$ cat src/rtl/shifter_pkg.sv
// Shared state/direction types for the shift sequencer; no logic, no latency.
// Direction encodings mirror the sign convention of the shift-amount operand.
package shifter_pkg;

    typedef enum logic [1:0] {
        IDLE  = 2'd0,
        SHIFT = 2'd1,
        DONE  = 2'd2
    } state_e;

    typedef enum logic {
        DIR_RIGHT = 1'b0,
        DIR_LEFT  = 1'b1
    } dir_e;

    localparam logic [15:0] SHAMT_LEFT1  = 16'h0001;
    localparam logic [15:0] SHAMT_RIGHT1 = 16'hFFFF;

    // A negative (sign bit set) amount shifts right, anything else shifts left.
    function automatic dir_e dir_of(input logic sign_bit);
        return sign_bit ? DIR_RIGHT : DIR_LEFT;
    endfunction

endpackage

$ cat src/rtl/shift_step.sv
// One-bit shifter, purely combinational (zero latency, no flow control).
// Left always zero-fills; right fills with the old MSB unless logical.
module shift_step
    import shifter_pkg::*;
#(
    parameter int WIDTH = 16
) (
    input  logic [WIDTH-1:0] value,
    input  dir_e             direction,
    input  logic             shiftType,
    output logic [WIDTH-1:0] shifted
);

    always_comb begin
        shifted = value;
        if (direction == DIR_LEFT) begin
            shifted = {value[WIDTH-2:0], 1'b0};
        end else begin
            shifted = {(~shiftType) & value[WIDTH-1], value[WIDTH-1:1]};
        end
    end

endmodule

$ cat src/rtl/shift_sequencer.sv
// Multi-cycle barrel-free shifter: one bit per SHIFT cycle, done pulses count+1 cycles after start.
// start is accepted only in IDLE; requests while busy or in DONE are dropped, never queued.
module shift_sequencer
    import shifter_pkg::*;
#(
    parameter int WIDTH = 16
) (
    input  logic             clk,
    input  logic             reset,
    input  logic             start,
    input  logic [WIDTH-1:0] src,
    input  logic [WIDTH-1:0] shamt,
    input  logic             shiftType,
    output logic             busy,
    output logic             done,
    output logic [WIDTH-1:0] result
);

    localparam int CNT_W = $clog2(WIDTH + 1);
    localparam logic [WIDTH:0] WIDTH_EXT = (WIDTH + 1)'(WIDTH);

    state_e             state_q,  state_d;
    logic [CNT_W-1:0]   count_q,  count_d;
    logic [WIDTH-1:0]   work_q,   work_d;
    dir_e               dir_q,    dir_d;
    logic               type_q,   type_d;
    logic [WIDTH-1:0]   result_q, result_d;

    logic [WIDTH:0]     mag;
    logic [CNT_W-1:0]   count_load;
    logic [WIDTH-1:0]   step_out;

    // Magnitude needs one extra bit so the most negative amount stays positive.
    always_comb begin
        mag = {1'b0, shamt};
        if (shamt[WIDTH-1]) begin
            mag = {1'b0, ~shamt} + {{WIDTH{1'b0}}, 1'b1};
        end
        count_load = (mag > WIDTH_EXT) ? CNT_W'(WIDTH) : CNT_W'(mag);
    end

    shift_step #(
        .WIDTH(WIDTH)
    ) u_step (
        .value    (work_q),
        .direction(dir_q),
        .shiftType(type_q),
        .shifted  (step_out)
    );

    always_comb begin
        state_d  = state_q;
        count_d  = count_q;
        work_d   = work_q;
        dir_d    = dir_q;
        type_d   = type_q;
        result_d = result_q;
        case (state_q)
            IDLE: begin
                if (start) begin
                    work_d = src;
                    dir_d  = dir_of(shamt[WIDTH-1]);
                    type_d = shiftType;
                    count_d = count_load;
                    if (count_load != '0) begin
                        state_d = SHIFT;
                    end else begin
                        state_d  = DONE;
                        result_d = src;
                    end
                end
            end
            SHIFT: begin
                work_d  = step_out;
                count_d = count_q - CNT_W'(1);
                if (count_q == CNT_W'(1)) begin
                    state_d  = DONE;
                    result_d = step_out;
                end
            end
            DONE: begin
                state_d = IDLE;
            end
            default: begin
                state_d = IDLE;
            end
        endcase
    end

    always_ff @(posedge clk) begin
        if (reset) begin
            state_q  <= IDLE;
            count_q  <= '0;
            work_q   <= '0;
            dir_q    <= DIR_RIGHT;
            type_q   <= 1'b0;
            result_q <= '0;
        end else begin
            state_q  <= state_d;
            count_q  <= count_d;
            work_q   <= work_d;
            dir_q    <= dir_d;
            type_q   <= type_d;
            result_q <= result_d;
        end
    end

    assign busy   = (state_q != IDLE);
    assign done   = (state_q == DONE);
    assign result = result_q;

endmodule

$ cat config.mk
export PLATFORM = sky130hd
export DESIGN_NAME = shift_sequencer
export DESIGN_NICKNAME = d
export VERILOG_FILES = /design/src/rtl/shifter_pkg.sv /design/src/rtl/shift_step.sv /design/src/rtl/shift_sequencer.sv
export SDC_FILE = /design/constraint.sdc
export NUM_CORES = 1
export LEC_CHECK = 0
export ABC_AREA = 1
export CAP_MARGIN = 10
export CORE_MARGIN = 2
export CORE_UTILIZATION = 38
export DETAILED_ROUTE_END_ITERATION = 10
export PLACE_DENSITY = 0.75
export SLEW_MARGIN = 20
export SYNTH_ARGS = -nofsm -noshare
export SYNTH_HDL_FRONTEND = slang
export SYNTH_SLANG_ARGS = --single-unit
$ cat constraint.sdc
create_clock -name clk -period 1.9 [get_ports clk]
set_input_delay 0.475 -clock clk [delete_from_list [all_inputs] [get_ports clk]]
set_output_delay 0.475 -clock clk [all_outputs]
set_load 0.02 [all_outputs]
Yosys cells after proc, flatten, opt, wreduce, memory -nomap -nowiden:

Cells that the tools add are included.

* RAM bits: 0
* bits in registers: 41
* logic and storage cells: 42
* input bits: 36
* ROM bits: 0
* output and inout port bits: 18
* latch bits: 0
* memories kept: 0

* $lt $le $gt $ge: 1
* equality and inequality tests: 6
* reductions and logical operators: 8
* shifts and indexed selects: 0
* $add $sub $neg: 2
* divide/modulo/power cells: 0
* muxes and demuxes: 16
* bitwise operators: 3
* $mul: 0

Operators by type and width (number)
* two-way mux 16 bit: 5
* one-hot mux 16 bit (2 select lines): 2
* adder 16 x 1 -> 17 bit (second input constant): 1
* > comparator 17 x 5 -> 1 bit (second input constant): 1
* two-way mux 17 bit: 1
* NOT 16 bit: 1
* two-way mux 5 bit: 2
* one-hot mux 5 bit (2 select lines): 1
* two-way mux 2 bit: 3
* != test 2 bit (second input constant): 3
* AND reduction 2 bit: 3
* equality test 5 x 1 -> 1 bit (second input constant): 1
* nonzero test 5 bit: 1
* subtractor 5 x 1 -> 5 bit (second input constant): 1
* one-hot mux 2 bit (2 select lines): 1
* AND reduction 4 bit: 1
* nonzero test 2 bit: 2
* equality test 2 x 1 -> 1 bit (second input constant): 1
* equality test 2 bit (second input constant): 1
* logical NOT 2 bit: 1
* AND 1 bit: 1
* two-way mux 1 bit: 1
* NOT 1 bit: 1

Logic depth before layout (Yosys ltp):

Gate-level depths: netlist of the first run.

* depth in word-level cells: 9
* depth in mapped cells: 18
* depth with buffers taken out: 17

Cells and area by module:

From an unflattened synthesis of the first run, not the netlist that was laid out.

* cell total of the unflattened synthesis: 407
* area total of the unflattened synthesis: 2772.7 µm²

By module, submodules not included
* shift_sequencer: cells an instance 363, area each 2575.0 µm², sequential area each 820.8 µm², times used 1
* shift_step: cells an instance 44, area each 197.7 µm², sequential area each 0.0 µm², times used 1

Worst setup path after synthesis of the first run:

OpenSTA, ideal clock, no wires.

* kind: in2reg
* start point: input port shamt[0]
* end point: register count_q[4]
* path buffers: 0
* cell stages on the path: 11
* library setup time: 0.122 ns
* arrival time: 1.842 ns
* path slack: -0.064 ns
* data required time: 1.778 ns
* cell sequence: inv_1 ha_1 or2_2 xor2_1 nand2_1 o21ai_0 nand3b_1 nor2_2 nand2_1 o21ai_0 a21oi_1

* cells in the longest elaborated chain, start to end: 7

RTL lines
* from (decl): line shift_sequencer.sv:12 `input logic [WIDTH-1:0] shamt,`
* NOT 16 bit: line shift_sequencer.sv:37 `mag = {1'b0, ~shamt} + {{WIDTH{1'b0}}, 1'b1};`
* adder 16 x 1 -> 17 bit: line shift_sequencer.sv:37
* two-way mux 17 bit *: line shift_sequencer.sv:36 `if (shamt[WIDTH-1]) begin`
* > comparator 17 x 5 -> 1 bit: line shift_sequencer.sv:39 `count_load = (mag > WIDTH_EXT) ? CNT_W'(WIDTH) : CNT_W'(mag);`
* two-way mux 5 bit *: line shift_sequencer.sv:39
* two-way mux 5 bit *: line shift_sequencer.sv:60 `if (start) begin`
* one-hot mux 5 bit (2 select lines) *: line shift_sequencer.sv:58 `case (state_q)`
* to (signal assigned): line shift_sequencer.sv:100 `count_q <= count_d;`
* to (decl): line shift_sequencer.sv:23 `logic [CNT_W-1:0] count_q, count_d;`

Every way passes the cells marked *; elsewhere a longest branch is shown, timed or not. The select of a mux whose other input is x is not followed.
A chain may end at the register's enable or synchronous reset.

Worst setup path in the final report of the first run:

* start point: input port shamt[2]
* end point: register result_q[6], in the netlist result[6]

* cells in the longest elaborated chain, start to end: 8

RTL lines
* NOT 16 bit: line shift_sequencer.sv:37
* adder 16 x 1 -> 17 bit: line shift_sequencer.sv:37
* two-way mux 17 bit *: line shift_sequencer.sv:36
* > comparator 17 x 5 -> 1 bit: line shift_sequencer.sv:39
* two-way mux 5 bit *: line shift_sequencer.sv:39
* nonzero test 5 bit *: line shift_sequencer.sv:65 `if (count_load != '0) begin`
* != test 2 bit (no source line) *
* AND reduction 4 bit (no source line) *
* to (signal assigned): line shift_sequencer.sv:104 `result_q <= result_d;`
* to (decl): line shift_sequencer.sv:27 `logic [WIDTH-1:0] result_q, result_d;`

Every way passes the cells marked *; elsewhere a longest branch is shown, timed or not.

==> qor.yml, run 1 <==
drc: 0
yosys.area.top_type: "dfxtp_1"
grt.overflow.total: 0
vias_per_cell: 5.01
hold_end: "result[15]$_SDFFE_PP0P_"
placed_area_um2: 3690
cts_root_buf: "clkbuf_8"
routed_wl_um: 8940
drive_gt1_frac: 0.330
die_area_um2: 7840
final_cell_mix: "nor2_1 (71), nand2_1 (68), buf_4 (66)"
fp.dieW_um: 88.5
syn_nets: 490
synth_cell_types: 30
critPathLaunch: "shamt[2]"
hold_slack_ps: 481
gp_congestion: 0.847
path_class: "input pin to flip-flop"
grt_pass1_wl_um: 14200
r2r_end: "result[6]$_SDFFE_PP0P_"
clkTransAtPathRegs_ps: 80
core_um2: 6870
grt_usage: 0.228
grt_pass1_vias: 3170
ys_ff_latch: 41
synth_area_leaders: "dfxtp_1 (30%), nand2_1 (12%), nor2_1 (11%)"
final_common_cell: "nor2_1"
yosys_warnings: 0
worstPathRequired_ps: 2100
synthCells: 451
preCtsSetupSlack_ps: -786
p_total_mw: 2.87
crit_path_start_kind: "input pin"
syn_area_um2: 2720
min_path_cells: 2
crit_path_end_kind: "flip-flop"
cap_violations: 0
avgSynthCellArea_um2: 6.02
hold_viol: 0
io_buffers: 53
initial_core_util: 0.395
outcome: "complete, but fails checks"
cts_buffers: 5
ys.flop_type: "dfxtp_1"
ys_async_sr_fraction: 0
fin_nets: 605
timing.final.crit_period_ps: 2050
instances_no_fill: 663
drv_slew: 0
ctsHoldBuffers: 0
clkSinkCount: 41
reg2reg_from: "state_q[0]$_SDFFE_PP0P_"
fin_crit_sh: 1.08
syn_to_final_growth_pct: 56.9
rsz0062_at_grt: "true"
chipHeight_um: 88.5
synth.top_cell.area_share: 0.302
cp.arrival_ps: 2260
synth_edf_count: 0
first_iter_violations: 208
holdCritPathClass: "flip-flop to flip-flop"
hpwlAfterDp_um: 5690
final-setup-viol-count: 14
utilization: 0.620
drtPass1Iterations: 5
ioPinCount: 54
antenna_left: 0
cp_max_fo: 7
grt_start_max_net_pins: 25
p_leak_nw: 2.07
htreeDepth: 2
setup_slack_ps: -155
hp-start: "result[15]$_SDFFE_PP0P_"
n_antenna_cell: 0
ir_drop_mv: 0.633
fmax_ghz: 0.487
wl_per_cell_um: 13.5
cts.path.max_buffers: 2
p_per_area_nw_per_um2: 675
vias: 3323
antenna_found_initial: 0
r2r_slack_ps: 40
cts_tree: "built"
ys_seq_area_frac: 0.302
clk_latency_ps: 300
worst-r2r-cell-count: 10
fin_skew_ps: 7.12
tightest_slew_ps: 750
slew_headroom: 0.500
fillCellCount: 596
final_cell_area_um2: 4260
final.setup.tns_ps: -1150
rows: 30
violations: "negative setup slack"
placed_cells: 630
## what timing repair did
action | 4_1_cts | 5_1_grt
resized for setup | 103 | 51
gates cloned | 4 | 0
pin swaps | 32 | 38
buffers inserted | 17 | 5
setup endpoints to repair | 25 | 22
## cell type report
cell class / instances / area, um^2 / share of cell area
Inverter: 68 / 270 / 0.0635
Tap cell: 96 / 120 / 0.0282
Clock inverter: 2 / 37.5 / 0.00881
Timing Repair Buffer: 126 / 1130 / 0.266
Sequential cell: 41 / 822 / 0.193
Clock buffer: 6 / 82.6 / 0.0194
Multi-Input combinational cell: 324 / 1790 / 0.421
## cells by family (layout without fill, tap and decap cells)
family,Yosys count,count (layout),synth area share
XOR/XNOR,7,7,0.0226
buffers and inverters,87,202,0.130
AND/OR/NAND/NOR,225,226,0.364
flip-flops,41,41,0.302
adder cells (fa/ha/maj),3,3,0.0138
AO/OA/AOI/OAI,88,88,0.167
## worst max path at each step
stage	endpoint	slack (ps)
floorplan	result[1]$_SDFFE_PP0P_	3
global placement	result[4]$_SDFFE_PP0P_	-710
detailed placement	result[12]$_SDFFE_PP0P_	-790
CTS	result[12]$_SDFFE_PP0P_	-30
global route	result[7]$_SDFFE_PP0P_	-290
finish	result[6]$_SDFFE_PP0P_	-150
## metal layers
layer,track usage,part of all wire,vias to the layer above
met5,0,0,-
met4,0.0744,0.018,0
met3,0.0354,0.043,16
met2,0.390,0.50,96
met1,0.294,0.43,1563
li1,-,-,1648
## Yosys cell counts, types with 2 or more instances
cell type / instances
inv_1: 58
nor3_1: 3
xor2_1: 6
nand3_2: 2
dfxtp_1: 41
buf_6: 3
nor2_1: 83
clkbuf_1: 13
o21ai_0: 53
a21oi_1: 27
nand4_1: 4
o211ai_1: 2
ha_1: 3
nand2_1: 84
inv_2: 10
o21ai_1: 3
nand3b_1: 5
nand2_2: 12
nand2_4: 2
nand3_1: 20
nor2_2: 8
## where the power goes
part	internal, mW	total [mW]	leakage, nW	switching, mW
sequential	0.963	1.03	0.338	0.0697
combinational	0.487	1.09	1.68	0.607
clock	0.427	0.747	0.0574	0.320
total	1.88	2.87	2.07	0.997
## flip-flops by register name, indices dropped and copies added (netlist names)
register,cells
dir_q,1
result,16
work_q,16
count_q,5
state_q,2
type_q,1
## critical path: stages
cell     delay, ps
buf_2          140
inv_2           60
nand2_2         60
nor2_4         160
nand3_2        110
nand3_1        110
nand2_2         90
nor2_2         100
nand2_1         70
nor2_2         140
nand3_2         90
nand2_2        110
nand2_4        110
buf_16         170
buf_8          130
nor2_1          80
nor2_1          50
Power figures use the tool's default switching activity.
==> inputs of run 2 (changes only) <==
CELL_PAD_IN_SITES_DETAIL_PLACEMENT = 1   (was not set)
CELL_PAD_IN_SITES_GLOBAL_PLACEMENT = 1   (was not set)
CORE_UTILIZATION = 30   (was 38)
PLACE_DENSITY = 0.83   (was 0.75)
==> qor.yml, run 2 (synthesis gave the netlist of run 1 again) <==
outcome: "complete, but fails checks"
violations: "negative setup slack"
timing.final.crit_period_ps: 2060  # +1.57 ps
fin_nets: 611  # +0.99%
rsz0062_at_grt: "true"
preCtsSetupSlack_ps: -788  # -2.32 ps
power_switching_mw: 1.12  # +13%
drc: 0  # unchanged
ir_drop_mv: 0.460  # -27%
vias: 3554  # +7.0%
grt.overflow.total: 0  # unchanged
drv_slew: 0  # unchanged
setup_slack_ps: -156  # -1.57 ps
fillCellCount: 1120  # +88%
htreeDepth: 2  # unchanged
cts_root_buf: "clkbuf_8"
worstPathRequired_ps: 2140  # +40 ps
wl_per_cell_um: 19.0  # +41%
clk_latency_ps: 300  # about the same
clkSinkCount: 41  # unchanged
rows: 34  # +13%
intPower_mw: 1.97  # +5.1%
p_seq_frac: 0.335  # -0.024
p_per_area_nw_per_um2: 704  # +4.4%
final_cell_mix: "buf_4 (76), nor2_1 (71), nand2_1 (62)"
ioPinCount: 54  # unchanged
initial_core_util: 0.310  # -0.0854
crit_path_end_kind: "flip-flop"
slew_headroom: 0.469  # -0.0309
drtPass1Iterations: 5  # unchanged
hold_viol: 0  # unchanged
cts_buffers: 5  # unchanged
grt_pass1_wl_um: 18100  # +28%
fmax_ghz: 0.486  # about the same
antenna_found_initial: 0  # unchanged
chipHeight_um: 99.1  # +12%
grt_start_max_net_pins: 25  # unchanged
cp_max_fo: 6  # -1
crit_path_start_kind: "input pin"
first_iter_violations: 203  # -2.4%
p_leak_nw: 2.12  # +2.3%
io_buffers: 53  # unchanged
fin_crit_sh: 1.08  # about the same
path_class: "input pin to flip-flop"
cp.arrival_ps: 2290  # +30 ps
tightest_slew_ps: 796  # +46.3 ps
gp_congestion: 0.900  # +6.3%
grt_usage: 0.226  # -0.00145
holdCritPathClass: "flip-flop to flip-flop"
final-setup-viol-count: 22  # +8
fp.dieW_um: 99.1  # +12%
cts.path.max_buffers: 2  # unchanged
combPwrFrac: 0.386  # +0.005
p_total_mw: 3.10  # +7.8%
hpwlAfterDp_um: 7020  # +23%
die_area_um2: 9830  # +25%
final_common_cell: "buf_4"
antenna_left: 0  # unchanged
vias_per_cell: 5.22  # +4.1%
routed_wl_um: 12900  # +44%
drive_gt1_frac: 0.354  # +0.0245
p_clk_frac: 0.279  # +0.019
core_um2: 8760  # +28%
cap_violations: 0  # unchanged
cts_tree: "built"
n_antenna_cell: 0  # unchanged
p_sw_frac: 0.363  # +0.0161
grt_pass1_vias: 3639  # +15%
fin_skew_ps: 7.29  # +0.165 ps
syn_to_final_growth_pct: 61.9
clkTransAtPathRegs_ps: 90  # about the same
-- run 2: cell count changes in the layout (fill, tap and decap cells not counted), moves of 2 or more --
cell | before | now
nand3_2 | 11 | 13
nand3_1 | 11 | 8
nor2_4 | 7 | 10
nand2_1 | 68 | 62
nand2_4 | 7 | 9
o21ai_2 | 2 | 0
nand2_2 | 23 | 27
clkdlybuf4s15_1 | 2 | 0
nor2_2 | 13 | 10
buf_4 | 66 | 76
-- run 2: cell type report --
class                      count  area [um^2]  share of cell area
sequential                    41          822               0.187
inverter                      68          273              0.0620
multi-input combinational    324         1880               0.428
tap                          108          135              0.0307
clock buffer                   5         68.8              0.0157
clock inverter                 3         65.1              0.0148
timing repair buffer         132         1150               0.262
-- run 2: power by group through the flow --
stage | combinational (mW) | clock [mW] | sequential [mW]
global placement | 0.924 | 0 | 1.04
CTS | 1.05 | 0.854 | 1.03
global route | 1.29 | 0.890 | 1.05
finish | 1.20 | 0.863 | 1.04
floorplan | 0.514 | 0 | 1.07
detailed placement | 0.966 | 0 | 1.05
-- run 2: stage by stage --
stage               cell area [um^2]  hold slack [ps]  instances  utilization  setup TNS (ps)
floorplan                       2750              455        451            -               0
global placement                3720              459        646        0.424          -15260
detailed placement              3720              469        646        0.424          -17550
CTS                             4130              490        672        0.471            -179
global route                    4400              519        681        0.502           -5020
finish                          4400              485        681        0.502           -2140
-- run 2: repair_timing --
action                                 CTS  global route
hold buffers                             0             0
gates resized for setup                113            53
pin swaps                               38            30
endpoints found under the hold margin    0             0
buffers inserted                        17             9
setup endpoints to repair               25            22
cloned                                   3             0
-- run 2: final timing paths --
path	to	start	slack (ps)	cells after the start
setup / recovery	result[6]$_SDFFE_PP0P_	shamt[1]	-160	18
hold reg to reg	result[14]$_SDFFE_PP0P_	result[14]$_SDFFE_PP0P_	480	2
hold / removal	result[14]$_SDFFE_PP0P_	result[14]$_SDFFE_PP0P_	480	2
setup reg to reg	result[6]$_SDFFE_PP0P_	state_q[0]$_SDFFE_PP0P_	20	10
-- run 2: routing by layer --
metal	part of all wire	wire (um)	GRT usage
met5	0	0	0
met4	0.044	564	0.0611
met3	0.044	569	0.0260
met2	0.50	6510	0.403
met1	0.41	5280	0.290
-- run 2: critical path, stage by stage --
cell and delay [ps]:
buf_8 100, inv_8 50, ha_4 150, nand2_4 90, nand2_8 110, nand4_1 130, nand2_2 110, inv_2 40
nor2_2 80, nand2_1 70, nor2_2 120, nand3_2 90, nand2_2 110, nand2_4 110, buf_12 180, nand2_2 60
nand2_1 50, nor2_1 130
